$ cat src/rtl/pico_pkg.sv
// pico_pkg: shared definitions for the picoMIPS controller.
// Holds the ALU function codes, opcode and state enums, instruction
// field positions, the register address width and the decoded control bundle.
package pico_pkg;

  localparam int unsigned REG_AW = 2;
  localparam int unsigned ALU_FW = 3;

  // Instruction field bit positions
  localparam int unsigned OP_MSB  = 15;
  localparam int unsigned OP_LSB  = 12;
  localparam int unsigned RD_MSB  = 11;
  localparam int unsigned RD_LSB  = 10;
  localparam int unsigned RS_MSB  = 9;
  localparam int unsigned RS_LSB  = 8;
  localparam int unsigned IMM_MSB = 7;
  localparam int unsigned IMM_LSB = 0;

  // Bit index of Z in the ALU flag vector {N, Z, C, V}
  localparam int unsigned FLAG_Z = 2;

  // ALU function codes shared with the ALU
  localparam logic [ALU_FW-1:0] RNOP = 3'd0;
  localparam logic [ALU_FW-1:0] RADD = 3'd1;
  localparam logic [ALU_FW-1:0] RSUB = 3'd2;
  localparam logic [ALU_FW-1:0] RMUL = 3'd3;

  typedef enum logic [3:0] {
    OP_NOP  = 4'h0,
    OP_ADD  = 4'h1,
    OP_ADDI = 4'h2,
    OP_SUB  = 4'h3,
    OP_SUBI = 4'h4,
    OP_MUL  = 4'h5,
    OP_MULI = 4'h6,
    OP_BEQ  = 4'h7,
    OP_BNE  = 4'h8,
    OP_J    = 4'h9,
    OP_IN   = 4'hA,
    OP_HALT = 4'hF
  } op_e;

  typedef enum logic [2:0] {
    S_FETCH,
    S_DECODE,
    S_EXEC,
    S_WAIT_IN,
    S_WB,
    S_HALT
  } state_e;

  typedef struct packed {
    logic [ALU_FW-1:0] alu_func;
    logic              imm_sel;
    logic              is_alu;
    logic              is_branch;
    logic              is_in;
    logic              is_halt;
    logic              illegal;
  } ctrl_t;

endpackage

$ cat src/rtl/pico_if.sv
// pico_if: controller <-> datapath/ROM/input-port signal bundle.
// master: controller side (drives pc, ALU controls, write strobe, in_ready).
// slave : environment side (drives ROM data, ALU flags, input word).
interface pico_if #(
  parameter int unsigned n  = 8,
  parameter int unsigned PW = 8,
  parameter int unsigned IW = 16
);
  logic [PW-1:0] pc_out;
  logic [IW-1:0] instr;
  logic [2:0]    alu_func;
  logic [3:0]    flags;
  logic [1:0]    ra1;
  logic [1:0]    ra2;
  logic [1:0]    wa;
  logic [n-1:0]  imm;
  logic          imm_sel;
  logic          reg_we;
  logic          wd_sel;
  logic [n-1:0]  ext_data;
  logic          in_valid;
  logic [n-1:0]  in_data;
  logic          in_ready;
  logic          halted;

  modport master (
    output pc_out, alu_func, ra1, ra2, wa, imm, imm_sel,
           reg_we, wd_sel, ext_data, in_ready, halted,
    input  instr, flags, in_valid, in_data
  );

  modport slave (
    input  pc_out, alu_func, ra1, ra2, wa, imm, imm_sel,
           reg_we, wd_sel, ext_data, in_ready, halted,
    output instr, flags, in_valid, in_data
  );
endinterface

$ cat src/rtl/pico_decode.sv
// pico_decode: combinational opcode decoder.
// Ports: opcode (in, 4) -> ctrl (out, ctrl_t: alu_func, imm_sel, class bits).
// Macro PICO_MUL_EN: when defined, MUL/MULI decode to RMUL ALU ops;
// otherwise opcodes 5 and 6 are flagged illegal.
module pico_decode
  import pico_pkg::*;
(
  input  logic [3:0] opcode,
  output ctrl_t      ctrl
);

  always_comb begin
    ctrl          = '0;
    ctrl.alu_func = RNOP;
    case (opcode)
      OP_NOP: ;
      OP_ADD:  begin ctrl.alu_func = RADD; ctrl.is_alu = 1'b1; end
      OP_ADDI: begin ctrl.alu_func = RADD; ctrl.is_alu = 1'b1; ctrl.imm_sel = 1'b1; end
      OP_SUB:  begin ctrl.alu_func = RSUB; ctrl.is_alu = 1'b1; end
      OP_SUBI: begin ctrl.alu_func = RSUB; ctrl.is_alu = 1'b1; ctrl.imm_sel = 1'b1; end
`ifdef PICO_MUL_EN
      OP_MUL:  begin ctrl.alu_func = RMUL; ctrl.is_alu = 1'b1; end
      OP_MULI: begin ctrl.alu_func = RMUL; ctrl.is_alu = 1'b1; ctrl.imm_sel = 1'b1; end
`endif
      OP_BEQ, OP_BNE, OP_J: ctrl.is_branch = 1'b1;
      OP_IN:   ctrl.is_in   = 1'b1;
      OP_HALT: ctrl.is_halt = 1'b1;
      default: ctrl.illegal = 1'b1;
    endcase
  end

endmodule

$ cat src/rtl/pico_ctrl.sv
// pico_ctrl: multi-cycle fetch/decode/execute sequencer for picoMIPS.
// Ports: clk, reset (async, active-high), bus (pico_if.master): ROM address/
// data, ALU function/operand selects, flags, register write strobe, input
// handshake and halted status. All bus outputs are registered.
// Macro PICO_MUL_EN (see pico_decode) enables MUL/MULI.
module pico_ctrl
  import pico_pkg::*;
#(
  parameter int unsigned n  = 8,
  parameter int unsigned PW = 8,
  parameter int unsigned IW = 16
) (
  input  logic      clk,
  input  logic      reset,
  pico_if.master    bus
);

  state_e              state_q, state_d;
  logic [PW-1:0]       pc_q, pc_d;
  logic [IW-1:0]       ir_q, ir_d;
  logic [3:0]          flag_q, flag_d;
  logic [n-1:0]        ext_q, ext_d;
  logic [n-1:0]        imm_q, imm_d;
  logic [ALU_FW-1:0]   alu_func_q, alu_func_d;
  logic [REG_AW-1:0]   ra1_q, ra1_d, ra2_q, ra2_d, wa_q, wa_d;
  logic                imm_sel_q, imm_sel_d;
  logic                reg_we_q, reg_we_d;
  logic                wd_sel_q, wd_sel_d;
  logic                in_ready_q, in_ready_d;
  logic                halted_q, halted_d;
  logic                taken;
  ctrl_t               dec;

  // IR loads in DECODE; decoding the next IR lets the held controls be registered
  assign ir_d = (state_q == S_DECODE) ? bus.instr : ir_q;

  pico_decode u_decode (
    .opcode (ir_d[OP_MSB:OP_LSB]),
    .ctrl   (dec)
  );

  // Next state, architectural state and registered outputs
  always_comb begin
    state_d = state_q;
    pc_d    = pc_q;
    flag_d  = flag_q;
    ext_d   = ext_q;
    taken   = 1'b0;
    case (state_q)
      S_FETCH:  state_d = S_DECODE;
      S_DECODE: state_d = S_EXEC;
      S_EXEC: begin
        if (dec.illegal) begin
          pc_d    = pc_q + PW'(1);
          state_d = S_FETCH;
        end else if (dec.is_alu) begin
          flag_d  = bus.flags;
          state_d = S_WB;
        end else if (dec.is_branch) begin
          // branches test the latched Z, never the live ALU flags
          case (ir_q[OP_MSB:OP_LSB])
            OP_BEQ:  taken = flag_q[FLAG_Z];
            OP_BNE:  taken = !flag_q[FLAG_Z];
            default: taken = 1'b1;
          endcase
          pc_d    = taken ? ir_q[PW-1:0] : pc_q + PW'(1);
          state_d = S_FETCH;
        end else if (dec.is_in) begin
          state_d = S_WAIT_IN;
        end else if (dec.is_halt) begin
          state_d = S_HALT;
        end else begin
          pc_d    = pc_q + PW'(1);
          state_d = S_FETCH;
        end
      end
      S_WAIT_IN: begin
        if (bus.in_valid && in_ready_q) begin
          ext_d   = bus.in_data;
          state_d = S_WB;
        end
      end
      S_WB: begin
        pc_d    = pc_q + PW'(1);
        state_d = S_FETCH;
      end
      S_HALT: ;
      default: state_d = S_FETCH;
    endcase

    alu_func_d = ((state_d == S_EXEC) || (state_d == S_WB)) ? dec.alu_func : RNOP;
    imm_sel_d  = dec.imm_sel;
    ra1_d      = ir_d[RD_MSB:RD_LSB];
    ra2_d      = ir_d[RS_MSB:RS_LSB];
    wa_d       = ir_d[RD_MSB:RD_LSB];
    imm_d      = n'($signed(ir_d[IMM_MSB:IMM_LSB]));
    reg_we_d   = (state_d == S_WB);
    wd_sel_d   = (state_d == S_WB) && (state_q == S_WAIT_IN);
    in_ready_d = (state_d == S_WAIT_IN);
    halted_d   = (state_d == S_HALT);
  end

  // State and output registers
  always_ff @(posedge clk or posedge reset) begin
    if (reset) begin
      state_q    <= S_FETCH;
      pc_q       <= '0;
      ir_q       <= '0;
      flag_q     <= '0;
      ext_q      <= '0;
      imm_q      <= '0;
      alu_func_q <= RNOP;
      ra1_q      <= '0;
      ra2_q      <= '0;
      wa_q       <= '0;
      imm_sel_q  <= 1'b0;
      reg_we_q   <= 1'b0;
      wd_sel_q   <= 1'b0;
      in_ready_q <= 1'b0;
      halted_q   <= 1'b0;
    end else begin
      state_q    <= state_d;
      pc_q       <= pc_d;
      ir_q       <= ir_d;
      flag_q     <= flag_d;
      ext_q      <= ext_d;
      imm_q      <= imm_d;
      alu_func_q <= alu_func_d;
      ra1_q      <= ra1_d;
      ra2_q      <= ra2_d;
      wa_q       <= wa_d;
      imm_sel_q  <= imm_sel_d;
      reg_we_q   <= reg_we_d;
      wd_sel_q   <= wd_sel_d;
      in_ready_q <= in_ready_d;
      halted_q   <= halted_d;
    end
  end

  assign bus.pc_out   = pc_q;
  assign bus.alu_func = alu_func_q;
  assign bus.ra1      = ra1_q;
  assign bus.ra2      = ra2_q;
  assign bus.wa       = wa_q;
  assign bus.imm      = imm_q;
  assign bus.imm_sel  = imm_sel_q;
  assign bus.reg_we   = reg_we_q;
  assign bus.wd_sel   = wd_sel_q;
  assign bus.ext_data = ext_q;
  assign bus.in_ready = in_ready_q;
  assign bus.halted   = halted_q;

endmodule

$ cat src/flat_wrapper.sv
// flat-port wrapper written by rule: the top's interface ports become plain ports
module pico_ctrl_flat import pico_pkg::*;
#(
  parameter int unsigned n  = 8,
  parameter int unsigned PW = 8,
  parameter int unsigned IW = 16
)
  (clk, reset, bus_pc_out, bus_alu_func, bus_ra1, bus_ra2, bus_wa, bus_imm, bus_imm_sel, bus_reg_we, bus_wd_sel, bus_ext_data, bus_in_ready, bus_halted, bus_instr, bus_flags, bus_in_valid, bus_in_data);
  pico_if #(.n(n), .PW(PW), .IW(IW)) bus_i ();
  input  logic clk;
  input  logic reset;
  output wire logic [$bits(bus_i.pc_out)-1:0] bus_pc_out;
  output wire logic [$bits(bus_i.alu_func)-1:0] bus_alu_func;
  output wire logic [$bits(bus_i.ra1)-1:0] bus_ra1;
  output wire logic [$bits(bus_i.ra2)-1:0] bus_ra2;
  output wire logic [$bits(bus_i.wa)-1:0] bus_wa;
  output wire logic [$bits(bus_i.imm)-1:0] bus_imm;
  output wire logic [$bits(bus_i.imm_sel)-1:0] bus_imm_sel;
  output wire logic [$bits(bus_i.reg_we)-1:0] bus_reg_we;
  output wire logic [$bits(bus_i.wd_sel)-1:0] bus_wd_sel;
  output wire logic [$bits(bus_i.ext_data)-1:0] bus_ext_data;
  output wire logic [$bits(bus_i.in_ready)-1:0] bus_in_ready;
  output wire logic [$bits(bus_i.halted)-1:0] bus_halted;
  input wire logic [$bits(bus_i.instr)-1:0] bus_instr;
  input wire logic [$bits(bus_i.flags)-1:0] bus_flags;
  input wire logic [$bits(bus_i.in_valid)-1:0] bus_in_valid;
  input wire logic [$bits(bus_i.in_data)-1:0] bus_in_data;
  assign bus_pc_out = bus_i.pc_out;
  assign bus_alu_func = bus_i.alu_func;
  assign bus_ra1 = bus_i.ra1;
  assign bus_ra2 = bus_i.ra2;
  assign bus_wa = bus_i.wa;
  assign bus_imm = bus_i.imm;
  assign bus_imm_sel = bus_i.imm_sel;
  assign bus_reg_we = bus_i.reg_we;
  assign bus_wd_sel = bus_i.wd_sel;
  assign bus_ext_data = bus_i.ext_data;
  assign bus_in_ready = bus_i.in_ready;
  assign bus_halted = bus_i.halted;
  assign bus_i.instr = bus_instr;
  assign bus_i.flags = bus_flags;
  assign bus_i.in_valid = bus_in_valid;
  assign bus_i.in_data = bus_in_data;
  pico_ctrl #(.n(n), .PW(PW), .IW(IW)) u_core (.clk(clk), .reset(reset), .bus(bus_i));
endmodule
$ cat config.mk
export PLATFORM = sky130hd
export DESIGN_NAME = pico_ctrl_flat
export DESIGN_NICKNAME = d
export VERILOG_FILES = /design/src/rtl/pico_pkg.sv /design/src/rtl/pico_if.sv /design/src/rtl/pico_decode.sv /design/src/rtl/pico_ctrl.sv /design/src/flat_wrapper.sv
export SDC_FILE = /design/constraint.sdc
export NUM_CORES = 1
export LEC_CHECK = 0
export ABC_AREA = 1
export CAP_MARGIN = 20
export CORE_MARGIN = 2
export CORE_UTILIZATION = 51
export DETAILED_ROUTE_END_ITERATION = 6
export PLACE_DENSITY = 0.85
export SLEW_MARGIN = 10
export SYNTH_ARGS = -nofsm -noshare
export SYNTH_HDL_FRONTEND = slang
export SYNTH_SLANG_ARGS = --single-unit
$ cat constraint.sdc
create_clock -name clk -period 3.5 [get_ports clk]
set_input_delay 0.35 -clock clk [delete_from_list [all_inputs] [get_ports clk]]
set_output_delay 0.35 -clock clk [all_outputs]
set_load 0.03 [all_outputs]
=== Word level (Yosys, flattened, before mapping) ===
Index checks and enable logic that the tools add are counted.

* Add/sub/neg operators: 1
* Eq/ne operators: 23
* Multiplexer cells: 27
* Reductions and logical operators: 16

{| class="wikitable"
|+ Operators by type and width
! operator !! number
|-
| $mux 8 || 6
|-
| $eq 4x4->1 const B || 5
|-
| $mux 3 || 6
|-
| $mux 16 || 1
|-
| $pmux 8 s2 || 1
|-
| $pmux 3 s5 || 1
|-
| $eq 3x2->1 const B || 4
|-
| $eq 3x3->1 const B || 4
|-
| $eq 4x3->1 const B || 3
|-
| $reduce_or 10->1 || 1
|-
| $mux 1 || 9
|-
| $add 8x1->8 const B || 1
|-
| $eq 4x2->1 const B || 2
|-
| $ne 4x3->1 const B || 2
|-
| $reduce_or 2->1 || 3
|-
| $eq 4x1->1 const B || 1
|-
| $logic_not 4->1 || 1
|-
| $pmux 2 s2 || 1
|-
| $reduce_and 4->1 || 1
|-
| $reduce_or 4->1 || 1
|-
| $eq 3x1->1 const B || 1
|-
| $logic_not 3->1 || 1
|-
| $ne 3x3->1 const B || 1
|-
| $reduce_and 3->1 || 1
|-
| 8 further kinds || 9
|}

* Register bits after elaboration: 58
* Input port bits: 31
* Output and inout port bits: 38
* Word-level logic and storage cells: 81

=== Logic depth before layout (Yosys ltp) ===
Gate-level depths: netlist of run 1.

* Word-level depth: 14
* Mapped depth: 14
* Depth with buffers taken out: 14

=== Modules after synthesis ===
From an unflattened synthesis of run 1, not the netlist that was laid out.

* Cell total of the unflattened synthesis: 308
* Area, all modules: 2354.8 µm²

{| class="wikitable"
|+ By module, submodules not included
! module !! times used !! cells each !! area an instance (µm²) !! seq. area each (µm²)
|-
| pico_ctrl || 1 || 277 || 2223.4 || 1101.1
|-
| pico_decode || 1 || 31 || 131.4 || 0.0
|}

=== Worst setup path before layout of run 1 ===
No wires, ideal clock.

* Path type: register to register
* Start: register u_core.state_q[1]
* End: register u_core.pc_q[5], in the netlist u_core.bus.pc_out[5]
* Library setup time: 118 ps
* Data arrival time: 1524 ps
* Data required time: 3382 ps
* Setup slack: 1858 ps
* Cell stages (with the launch flop): 12
* Buffers on the path: 1
* Period minus slack after synthesis: 1642 ps
* Cells stage by stage: dfrtp_1 > inv_2 > nand3_4 > nand2_1 > nand2_1 > nor2_1 > nand2_1 > nand2_1 > nand3_2 > buf_2 > nand3_1 > nand2_1

* Longest elaborated chain between the ends: 9
* Elaborated cells between the ends (all ways): 30
* Those cells by class: eq/ne (15); mux (9); reduce/logical (6)

{| class="wikitable"
|+ Ends and longest elaborated chain
! element !! RTL line !! RTL
|-
| start, declared || pico_ctrl.sv:18 || <nowiki>state_e state_q, state_d;</nowiki>
|-
| start signal, assigned || pico_ctrl.sv:122 || <nowiki>state_q <= state_d;</nowiki>
|-
| $eq 3x1->1 (*) || pico_ctrl.sv:35 || <nowiki>assign ir_d = (state_q == S_DECODE) ? bus.instr : ir_q;</nowiki>
|-
| $mux 16 (*) || pico_ctrl.sv:35 ||
|-
| via u_core.ir_d[14] || pico_ctrl.sv:20 || <nowiki>logic [IW-1:0] ir_q, ir_d;</nowiki>
|-
| $eq 4x3->1 or $eq 4x4->1 (tied branches) || pico_decode.sv:15 || <nowiki>case (opcode)</nowiki>
|-
| $reduce_or 3->1 || pico_decode.sv:15 ||
|-
| $mux 1 || pico_decode.sv:15 ||
|-
| $mux 8 || pico_ctrl.sv:59 || <nowiki>end else if (dec.is_branch) begin</nowiki>
|-
| $mux 8 || pico_ctrl.sv:56 || <nowiki>end else if (dec.is_alu) begin</nowiki>
|-
| $mux 8 || pico_ctrl.sv:53 || <nowiki>if (dec.illegal) begin</nowiki>
|-
| $pmux 8 s2 || pico_ctrl.sv:49 || <nowiki>case (state_q)</nowiki>
|-
| end signal, assigned || pico_ctrl.sv:123 || <nowiki>pc_q <= pc_d;</nowiki>
|-
| end, declared || pico_ctrl.sv:19 || <nowiki>logic [PW-1:0] pc_q, pc_d;</nowiki>
|}

Mark *: on every way through the listed nets, which the timed path passes. The rest lies on a longest branch. The select of a mux whose other input is x is not followed.
A chain may end at the register's enable or synchronous reset.

=== Worst setup path in the final report of run 1 ===
* Start: register u_core.state_q[0]
* End: register u_core.pc_q[1], in the netlist u_core.bus.pc_out[1]

* Longest elaborated chain between the ends: 9
* Elaborated cells between the ends (all ways): 30
* Those cells by class: eq/ne (15); mux (9); reduce/logical (6)

{| class="wikitable"
|+ Ends and longest elaborated chain
! element !! RTL line
|-
| $eq 3x1->1 || pico_ctrl.sv:35
|-
| $mux 16 || pico_ctrl.sv:35
|-
| $eq 4x3->1 or $eq 4x4->1 (tied branches) || pico_decode.sv:15
|-
| $reduce_or 3->1 || pico_decode.sv:15
|-
| $mux 1 || pico_decode.sv:15
|-
| $mux 8 || pico_ctrl.sv:59
|-
| $mux 8 || pico_ctrl.sv:56
|-
| $mux 8 || pico_ctrl.sv:53
|-
| $pmux 8 s2 || pico_ctrl.sv:49
|}

Several ways; a longest one is shown, not always the timed one. The select of a mux whose other input is x is not followed.

==> results.md, run 1 <==
* Worst r2r src: u_core.state_q[0]$_DFF_PP0_
* Simple-gate share of the synthesized area at 33.6%
* Max incr delay on CP at 0.56 ns
* H-Tree Depth at 2
* Worst vdd ir at 0.225 mV
* Placed Cells at 400
* Finish-stage setup viols at 0
* Crit path top cell by count: nand2_1
* Gr usage total at 21.1%
* Most common cell in the netlist: nand2_1
* Share of cells above drive strength 1 at 8.71%
* Synth top cells by count: nand2_1 (112), dfrtp_1 (43), inv_1 (29), nand3_1 (27), buf_4 (16)
* Port-buffer cells at 64
* CP max FO at 11
* Slowest cell on crit path: dfrtp_1
* Clk buf depth at 2
* Via count at 2029
* Via/cell ratio at 4.97
* WHS at 0.476 ns
* Initial Util at 53.1%
* Synth async-reset ratio at 100%
* Cells after synthesis at 303
* Sequential area share after synthesis at 46.3%
* Post-synth top flop: dfrtp_1
* Final std cells w/o fill at 408
* Share of synthesized area spent on multiplexers at 0%
* Gpl congestion at 0.872
* Largest family of logic cells by synthesized area: simple AND/OR/NAND/NOR gates
* Yosys warnings at 0
* Setup bufs post-CTS at 0
* Period utilization at 64.2%
* Crit path from: u_core.state_q[0]$_DFF_PP0_
* ANT cells at 0
* Pwr/cell area at 313 mW/mm2
* Starting DRT DRC Count at 153
* Power Total at 0.944 mW
* TritonCTS clock tree: built
* NumNets Final at 387
* Critical path class: flop to flop
* RSZ-0062 raised after global routing: false
* Leading area contributor after synthesis: dfrtp_1
* Wire length of the first global-routing pass at 8560 um
* Worst path cell trace: nand2_1 -> nor2_1 -> nand2_1 -> nand2_1 -> nand2_1 -> nor2_2 -> nor2_1 -> nand3_1 -> nand3_2 -> nand2_4 -> nand2_1 -> nand2_1
* Req. time, crit path at 3.74 ns
* Synth-to-layout area growth at 29.5%
* Number of distinct library cells after synthesis at 30
* Clk sinks at 43
* DIE WIDTH at 71.5 um
* Post-synth EDFFs at 0
* Detailed Place HPWL at 3700 um
* Core footprint at 0.00438 mm2
* Max Slew Vio Count at 0
* Synth area leaders: dfrtp_1 (46%), nand2_1 (18%), nand3_1 (5.8%)
* Status: completed
* WP buf/inv at 0
* # hold bufs at CTS at 0
* Largest net degree at the start of global routing at 44
* Root Driver: clkbuf_8
* Die height at 71.5 um
* CP Data Arrival Time at 2.48 ns
* Top Ports at 69
* F_max at 445 MHz
* Synth Area in Compound Gates at 4.90%
* Number of cells on the critical path at 12
* Setup crit start kind: flop
* Fin. Hold Viols at 0
* Grt total ovfl at 0
* Setup crit end kind: flop
* Number of global-route vias before repair at 1932
* Post-synthesis register bit count at 43
* Post-Synth Adder-Cell Area at 0.538%
* Setup TNS Final at 0 ns
* Syn nets at 335
* Avg Cell Area, Syn at 7.68 um2
* R2r worst-path depth at 12
* Min Tclk post-route at 2.25 ns
* Max transition margin at 53.4%
* Number of remaining DRC errors at 0
* Post-Synth XOR/XNOR Area at 2.26%
* Clock Skew at 0.00619 ns
* CP delay by family, top: simple AND/OR/NAND/NOR gates
* Routed WL per cell at 12.4 um
* Post-CTS Resized at 0
* DRT Wirelength at 5040 um
* Routed Antenna Nets at 0
* Clock insertion delay at the later pin of the skew report at 0.30 ns
* Reported max-cap violation count at 0
* Die area at 0.00512 mm2
* Clock buffer count from CTS at 5
* Pre-Repair DR Iteration Count at 4
* Row count at 24
* Hold Path Class: input port to async pin
* Synthesized cell area at 0.00233 mm2
* Initial antenna violation count at 0
* Least-Margin Pin Slew at 0.699 ns
* Top cell type's share of synthesized area at 46.3%
* Util after Layout at 68.7%
* Clock slew at reported path FFs at 0.08 ns
* P_leak at 1.53 nW
==> sequential cells by signal (all words and copies together) (netlist names) <==
signal / flops
u_core.bus.reg_we: 1
u_core.state_q: 3
u_core.flag_q: 1
u_core.bus.wd_sel: 1
u_core.bus.imm_sel: 1
u_core.bus.ext_data: 8
u_core.bus.alu_func: 2
u_core.bus.halted: 1
u_core.ir_q: 16
u_core.bus.pc_out: 8
u_core.bus.in_ready: 1
==> routing by layer <==
metal | global-route usage [%] | up-vias | routed length (um)
li1 | - | 1034 | -
met1 | 26.4 | 929 | 2250
met2 | 36.6 | 61 | 2410
met3 | 6.05 | 5 | 329
met4 | 4.19 | 0 | 54
met5 | 0 | - | 0
==> path summary, 6_finish.rpt <==
path	end	slack (ns)
hold / removal	u_core.bus.pc_out[2]$_DFFE_PP0P_	0.48
hold reg to reg	u_core.bus.ext_data[5]$_DFFE_PP0P_	0.48
setup reg to reg	u_core.bus.pc_out[1]$_DFFE_PP0P_	1.25
setup / recovery	u_core.bus.pc_out[1]$_DFFE_PP0P_	1.25
max in group asynchronous	u_core.ir_q[8]$_DFFE_PP0N_	2.66
min in group clk	u_core.bus.ext_data[5]$_DFFE_PP0P_	0.48
==> metrics by stage <==
| step | setup WS [ns] | area (um2) |
|---|---|---|
| finish | 1.25 | 3010 |
| global route | 0.966 | 3010 |
| global placement | 1.34 | 2900 |
| detailed placement | 1.27 | 2900 |
| CTS | 1.25 | 3010 |
| floorplan | 1.86 | 2330 |
==> worst min-delay path: cells and delay by family <==
family	cells	cell delay, ns
buffers and inverters	3	0.88
==> layout by cell type (no fill, tap or decap), types with 6 or more instances in the layout <==
master and count:
a21oi_1 8, inv_1 28, clkdlybuf4s50_1 64, o21ai_0 6
nand2_1 112, dfrtp_1 43, nand3_1 27, clkbuf_8 6
nor2_1 15, nand2_2 7
==> cell type report <==
cell class              count  area, um2
clock buffers               6       82.6
clock inverters             2       35.0
fillers                   357       1370
inverters                  34        128
multi-input cells         204        963
flip-flops and latches     43       1080
well taps                  52       65.1
repair buffers             67        663
==> where the power goes <==
part           internal, mW  switching, mW  total [mW]
logic                0.0272         0.0167      0.0439
registers             0.496              0       0.496
clock network         0.231          0.173       0.404
==> kinds of logic after synthesis <==
| group | after synthesis |
|---|---|
| AOI/OAI and AO/OA | 20 |
| other | 1 |
| adders and majority gates | 1 |
| and+or+nand+nor | 176 |
| DFF | 43 |
| buffers and inverters | 56 |
| xor gates and xnor gates | 6 |
Note: power is estimated with default switching activity, not from simulation.
==> run 2, diff against run 1 <==
CORE_UTILIZATION = 43   (was 51)
PLACE_DENSITY = 0.77   (was 0.85)
clock period = 1.8 ns   (was 3.5 ns; I/O delays follow)
==> results.md, run 2 (synthesis gave the netlist of run 1 again) <==
* Status: complete, but fails checks
* Failing checks: setup timing
* Die height at 77.5 um
* Clock Skew at 0.00700 ns
* Worst path cell trace: inv_4 -> nand3_4 -> nand2_1 -> nand2_2 -> nand2_2 -> nor2_4 -> nor2_2 -> nand3_2 -> nand3_4 -> nand2_8 -> nand2_2 -> nand2_2
* Area of all placed cells without fillers at 0.00349 mm2
* Wire length of the first global-routing pass at 9360 um
* Critical path class: flop to flop
* Worst vdd ir at 0.360 mV
* DIE WIDTH at 77.5 um
* CP Data Arrival Time at 2.00 ns
* Int Pwr at 1.32 mW
* Util after Layout at 67.4%
* Reg with most FFs: u_core.ir_q
* Routed WL per cell at 13.0 um
* Root Driver: clkbuf_8
* Via/cell ratio at 4.92
* Largest net degree at the start of global routing at 44
* Hold Path Class: input port to async pin
* Pwr/cell area at 482 mW/mm2
* NumNets Final at 418
* F_max at 555 MHz
* Commonest non-fill, non-tap cells in the layout: nand2_1 (90), clkdlybuf4s50_1 (64), dfrtp_1 (41)
* Synth-to-layout area growth at 49.9%
* Crit path top cell by count: nand2_2
* Clock insertion delay at the later pin of the skew report at 0.29 ns
* P_leak at 1.67 nW
* Share of cells above drive strength 1 at 26.4%
* Core footprint at 0.00517 mm2
* Gpl congestion at 0.840
* Pre-Repair DR Iteration Count at 4
* # hold bufs at CTS at 0
* Min Tclk post-route at 1.80 ns
* Period utilization at 100%
* Req. time, crit path at 1.99 ns
* Finish-stage setup viols at 2
* Clk buf depth at 2
* Clk pwr share at 37.1%
* Combinational power share at 5.4%
* Row count at 26
* Largest register FFs at 16
* Initial antenna violation count at 0
* Net Sw Frac at 21.2%
* Setup TNS Final at -0.00195 ns
* Via count at 2245
* Slowest cell on crit path: dfrtp_2
* Most common cell after layout, fill and taps aside: nand2_1
* Fin. Hold Viols at 0
* DRT Wirelength at 5940 um
* ANT cells at 0
* FILL cells at 420
* Top Ports at 69
* Clock slew at reported path FFs at 0.08 ns
* Grt total ovfl at 0
* Crit path from: u_core.state_q[1]$_DFF_PP0_
* Setup crit start kind: flop
* Starting DRT DRC Count at 78
* H-Tree Depth at 2
* Clk sinks at 43
* Max incr delay on CP at 0.46 ns
* Reported max-cap violation count at 0
* Number of remaining DRC errors at 0
* Gr usage total at 19.1%
* RSZ-0062 raised after global routing: true
* Port-buffer cells at 64
* Post-route worst setup slack at -0.00163 ns
* Die area at 0.00601 mm2
* Number of global-route vias before repair at 2117
* Detailed Place HPWL at 3950 um
* Clock buffer count from CTS at 5
* P_sw at 0.357 mW
* Flop-to-flop setup slack at -0.002 ns
* DP Worst Slack at -0.114 ns
* CP max FO at 8
* Initial Util at 45.0%
* TritonCTS clock tree: built
* Max Slew Vio Count at 0
* Routed Antenna Nets at 0
* Worst r2r src: u_core.state_q[1]$_DFF_PP0_
* Setup crit end kind: flop
* Sequential share of power at 57.4%
* DP Area at 0.00310 mm2
* WHS at 0.211 ns
## run 2: changes by cell type in the layout (fill, tap and decap cells not counted), moves of 3 or more
| cell | previous run | this run |
|---|---|---|
| nand3_1 | 27 | 23 |
| nand2_1 | 112 | 90 |
| a21oi_1 | 8 | 5 |
| buf_4 | 3 | 28 |
| nand3_2 | 1 | 4 |
| nand2_4 | 3 | 8 |
| nor2_1 | 15 | 8 |
| nor2_4 | 1 | 5 |
| nor2_2 | 2 | 5 |
| nand2_2 | 7 | 24 |
## run 2: per-layer routing
layer	GRT usage, %	vias to the layer above	part of all wire [%]	wire length, um
met1	23.0	1047	41	2430
met5	0	-	0	0
met4	6.43	0	2.3	137
met2	33.9	79	51	3000
li1	-	1100	-	-
met3	3.84	19	6.3	372
## run 2: metrics by stage
step                instances  power (mW)
floorplan                 303        1.00
global placement          441        1.08
detailed placement        441        1.08
CTS                       448        1.70
global route              456        1.74
finish                    456        1.68
## run 2: repair_timing
item / 4_1_cts / 5_1_grt
pin swaps: 1 / 15
setup buffers: 0 / 4
gates resized for setup: 6 / 55
endpoints found under the setup margin: 11 / 16
gates cloned: 0 / 4
hold endpoints to repair: 0 / 0
## run 2: area by class of cell
cell class,count,area [um2],area share (%)
flip-flops and latches,43,1080,30.9
clock inverters,1,5.00,0.144
well taps,70,87.6,2.51
repair buffers,94,882,25.3
clock buffers,6,82.6,2.37
inverters,34,133,3.80
multi-input cells,208,1220,34.9
## run 2: critical path: cells and delay by family, from the launching register on
family / cells / cell delay, ns
flip-flops: 1 / 0.46
AND/OR/NAND/NOR: 11 / 1.16
buffers and inverters: 1 / 0.10
## run 2: power by group through the flow
stage,Sequential (mW),Combinational [mW],Clock (mW)
detailed placement,0.984,0.0930,0
finish,0.965,0.0915,0.624
CTS,0.965,0.0932,0.638
global placement,0.984,0.0924,0
floorplan,0.984,0.0202,0
global route,0.965,0.100,0.678
## run 2: final timing paths
check                                                     end  depth (start not counted)
setup reg to reg             u_core.bus.pc_out[1]$_DFFE_PP0P_                         12
setup / recovery             u_core.bus.pc_out[1]$_DFFE_PP0P_                         12
max in group asynchronous         u_core.state_q[0]$_DFF_PP0_                          3
hold / removal               u_core.bus.pc_out[3]$_DFFE_PP0P_                          3
hold reg to reg            u_core.bus.ext_data[5]$_DFFE_PP0P_                          2
min in group clk           u_core.bus.ext_data[6]$_DFFE_PP0P_                          3
==> RTL edit 1: new RTL, config.mk and constraints of run 2 <==
Add a define of `PICO_MUL_EN`.
--- a/src/rtl/pico_decode.sv
+++ b/src/rtl/pico_decode.sv
@@ -2,6 +2,8 @@
 // Ports: opcode (in, 4) -> ctrl (out, ctrl_t: alu_func, imm_sel, class bits).
 // Macro PICO_MUL_EN: when defined, MUL/MULI decode to RMUL ALU ops;
 // otherwise opcodes 5 and 6 are flagged illegal.
+`define PICO_MUL_EN
+
 module pico_decode
   import pico_pkg::*;
 (
Check against the original RTL: not equivalent (a bounded check fails within 4 cycles, from zero or initial values and one cycle with reset high).
==> RTL edit 1 against run 2 <==
The flow still finishes with violations (setup timing); synthesized area up 7.9%; final cell count increased by 11%; routed wire length grew 5.4%; critical endpoint is now u_core.bus.alu_func[0]$_DFF_PP0_; final area increased by 2.0%; setup slack got worse by 0.051 ns; sequential cell count unchanged; highest routed layer unchanged; synthesized cell count increased by 17%; utilization is 3.6 points lower.
Power is left out: it rests on default switching activity, and per cell area and clock period it moved more than threefold.
==> RTL edit 1: results (changes against run 2) <==
- DRT iter0 DRCs: 178 (+130%)
- Die ar.: 0.00646 sq mm (+7.5%)
- Multiplexer area fraction after synthesis: 0 (unchanged)
- Status: complete, but fails checks
- Top reg by flops: u_core.ir_q
- Antenna violations before repair: 0 (unchanged)
- Setup violations, final: 5 (+3)
- Gr usage total: 0.193 (+0.00270)
- Seq. cell area: 0.00108 sq mm (-0.12%)
- Synth Area in Compound Gates: 0.0359 (-0.0131)
- Buffers, non-clock: 90 (-4.3%)
- Vias per cell: 4.81 (-2.3%)
- Vias in the first global route: 2250 (+6.3%)
- Dpl ws: -0.0432 ns (+0.0707 ns)
- GP Congestion: 0.844 (+0.48%)
- Skew final: 0.00465 ns (-0.00234 ns)
- Hold slack: 0.304 ns (+0.0929 ns)
- Post-Syn Instances: 353 (+17%)
- Ranking of synthesized cells by area: dfrtp_1, nand2_1, nand3_1
- Max reg flops: 16 (unchanged)
- Root Buffer: clkbuf_8
- DR vias: 2430 (+8.2%)
- Pre-antenna DRT Iters: 4 (unchanged)
- Non-clk buf share: 0.236 (-0.0169)
- Final WL: 6.26 mm (+5.4%)
- Crit. Startpoint: u_core.state_q[0]$_DFF_PP0_
- First-pass GRT wire length: 9.84 mm (+5.2%)
- Setup ws final: -0.0527 ns (-0.0511 ns)
- Synth cell types: 31 (+3.3%)
- Violated checks: setup timing
- Nonclk inv count: 25 (-26%)
- Setup TNS: -0.113 ns (-0.111 ns)
- Synth Net Count: 385 (+15%)
- Sequential area share after synthesis: 0.429 (-0.0339)
- Synth Area in Adders: 0.00499 (-0.000394)
- IO buf count: 64 (unchanged)
- # fillers: 480 (+14%)
- Post-CTS sizing: 2 (-4)
- Worst Path Max Fanout: 7 (-1)
- Placed insts: 482 (+9.3%)
- Footprint of the multi-input gates: 0.00135 sq mm (+11%)
- Seq_cells: 43 (unchanged)
- Comb_multi_in: 267 (+28%)
- Total CTS buffers: 5 (unchanged)
- Detailed Place HPWL: 4.20 mm (+6.3%)
- H-tree levels: 2 (unchanged)
- Synth top cells by count: nand2_1, dfrtp_1, nand3_1
- Final layout net count: 464 (+11%)
- Clock buf/inv share: 0.0278 (+0.00268)
- CP endpoint: u_core.bus.alu_func[0]$_DFF_PP0_
- Worst R2R Path Depth: 11 (-1)
- Largest net degree at the start of global routing: 44 (unchanged)
- Sequential share of cell area: 0.303 (-0.00634)
- Largest stage delay, worst path: 0.48 ns (+0.02 ns)
- XOR/XNOR share of the synthesized area: 0.0140 (-0.00863)
- Critical path's slowest cell: dfrtp_2
- Post-Place Cell Area: 0.00320 sq mm (+3.0%)
- Post-CTS Repair Setup Buffers: 5 (+5)
- Layout cells sized above 1: 0.185 (-0.0795)
## RTL edit 1: cell count changes in the layout (fill, tap and decap cells not counted), moves of 3 or more
cell / before / now
buf_4: 28 / 25
inv_1: 28 / 19
nand2_1: 90 / 176
nand2_2: 24 / 14
nand3_1: 23 / 19
nand3b_1: 0 / 3
nor2_1: 8 / 11
nor2_2: 5 / 1
o21ai_0: 6 / 3
## RTL edit 1: critical path: cells and delay by family, from the launching register on
family / cells / cell delay, ns
AO/OA/AOI/OAI: 1 / 0.24
buffers and inverters: 1 / 0.17
flip-flops: 1 / 0.48
AND/OR/NAND/NOR: 9 / 0.88
## RTL edit 1: metal layers
layer	global-route usage	wire (um)
met5	0	0
met4	0.0610	151
met3	0.0427	426
met2	0.335	3020
met1	0.239	2660
## RTL edit 1: cells by family (layout without fill, tap and decap cells)
group	after synthesis	after routing
AO/OA/AOI/OAI	12	12
XOR/XNOR	4	4
adder cells (fa/ha/maj)	1	1
buffers and inverters	44	123
flip-flops	43	43
other	1	1
AND/OR/NAND/NOR	248	249
==> RTL edit 2: new RTL, settings of run 2 <==
Without the edit above. Reset style: synchronous (`reset`), changed in one clocked block. Comments in the files are not updated.
--- a/src/rtl/pico_ctrl.sv
+++ b/src/rtl/pico_ctrl.sv
@@ -101,7 +101,7 @@
   end
 
   // State and output registers
-  always_ff @(posedge clk or posedge reset) begin
+  always_ff @(posedge clk) begin
     if (reset) begin
       state_q    <= S_FETCH;
       pc_q       <= '0;
Behaviour: differs if reset is asserted again (counterexample within 4 cycles, from zero or initial values and one cycle with reset high); with reset held inactive, the same outputs for 10 cycles.
==> RTL edit 2 against run 2 <==
The run still ends with setup timing left; sequential cell count did not move; synthesized area fell by 4.2%; setup slack got worse by 0.083 ns; final area fell by 1.5%; via count rose by 6.9%; final cell count rose by 5.7%; routed wire length rose by 11%; die area fell by 4.0%; critical endpoint is now u_core.bus.alu_func[1]$_SDFF_PP0_.
Power is not compared: it rests on default switching activity, and its combinational part moved more than twofold at a synthesized area within 25%.
==> RTL edit 2: results (changes against run 2) <==
- GP Congestion: 0.890 (+5.9%)
- Detailed Place HPWL: 4.11 mm (+4.1%)
- Largest stage delay, worst path: 0.35 ns (-0.11 ns)
- Critical path's slowest cell: dfxtp_2
- Hold WC Path Type: in -> reg
- Total CTS buffers: 5 (unchanged)
- Gr usage total: 0.199 (+0.00878)
- Antenna violations before repair: 0 (unchanged)
- Setup TNS: -0.320 ns (-0.318 ns)
- Vias in the first global route: 2140 (+1.1%)
- Setup violations, final: 11 (+9)
- WL met2: 3.23 mm (+7.8%)
- DR vias: 2401 (+6.9%)
- Async SR Flop Fraction: 0 (-1.00)
- Synth Net Count: 354 (+5.7%)
- Crit path DAT: 2.07 ns (+0.07 ns)
- # fillers: 409 (-2.6%)
- Prevailing post-synth register cell: dfxtp_1
- Met3 routed WL: 509 um (+37%)
- DRT iter0 DRCs: 209 (+170%)
- Synth cell types: 33 (+10%)
- Synth Area in Compound Gates: 0.106 (+0.0566)
- Violated checks: setup timing
- Wire per inst: 13.7 um (+5.3%)
- Sequential area share after synthesis: 0.386 (-0.0763)
- Final layout net count: 445 (+6.5%)
- Crit. Startpoint: u_core.state_q[2]$_SDFF_PP0_
- Ranking of synthesized cells by area: dfxtp_1, nand2_1, nor2_1
- XOR/XNOR share of the synthesized area: 0.0236 (+0.000989)
- Synth Area in Adders: 0.00561 (+0.000236)
- Status: complete, but fails checks
- Skew final: 0.00992 ns (+0.00292 ns)
- Setup ws final: -0.0844 ns (-0.0828 ns)
- First-pass GRT wire length: 9.42 mm (+0.66%)
==> RTL edit 2: critical path, delay by kind of cell (launching register included) <==
family / cells / cell delay [ns]
buffers and inverters: 2 / 0.23
DFF: 1 / 0.35
AOI/OAI and AO/OA: 1 / 0.30
and+or+nand+nor: 8 / 0.90
==> RTL edit 2: through the flow <==
step	instances	power, mW	utilization	hold slack (ns)	instance area, sq um
2_1_floorplan	322	1.96	-	0.272	2230
3_3_place_gp	458	2.36	0.593	0.453	2990
3_5_place_dp	458	2.37	0.593	0.457	2990
4_1_cts	469	3.00	0.618	0.426	3120
5_1_grt	482	3.59	0.681	0.442	3440
6_report	482	3.39	0.681	0.435	3440
==> RTL edit 2: cell type report <==
type	count	share of cell area
flip-flops and latches	43	0.252
well taps	70	0.0255
multi-input cells	230	0.381
clock buffers	5	0.0200
clock inverters	1	0.00218
inverters	26	0.0306
repair buffers	107	0.288
==> RTL edit 2: per-layer routing <==
layer  GRT usage  up-vias
met5           0        -
met4      0.0764        0
met3      0.0604       18
met2       0.345       99
met1       0.233     1093
li1            -     1191
==> RTL edit 2: worst paths after layout <==
path | to | slack, ns | cells after the start
max | u_core.bus.alu_func[1]$_SDFF_PP0_ | -0.08 | 11
min reg2reg | u_core.ir_q[9]$_SDFFE_PP0N_ | 0.47 | 2
min | u_core.bus.imm[6]$_SDFFE_PP0N_ | 0.43 | 3
max reg2reg | u_core.bus.alu_func[1]$_SDFF_PP0_ | -0.08 | 11
==> RTL edit 2: timing repair <==
| action | CTS | global route |
|---|---|---|
| setup endpoints to repair | 13 | 16 |
| resized for setup | 6 | 54 |
| pin swaps | 5 | 29 |
| cloned | 0 | 4 |
| buffers inserted | 5 | 9 |
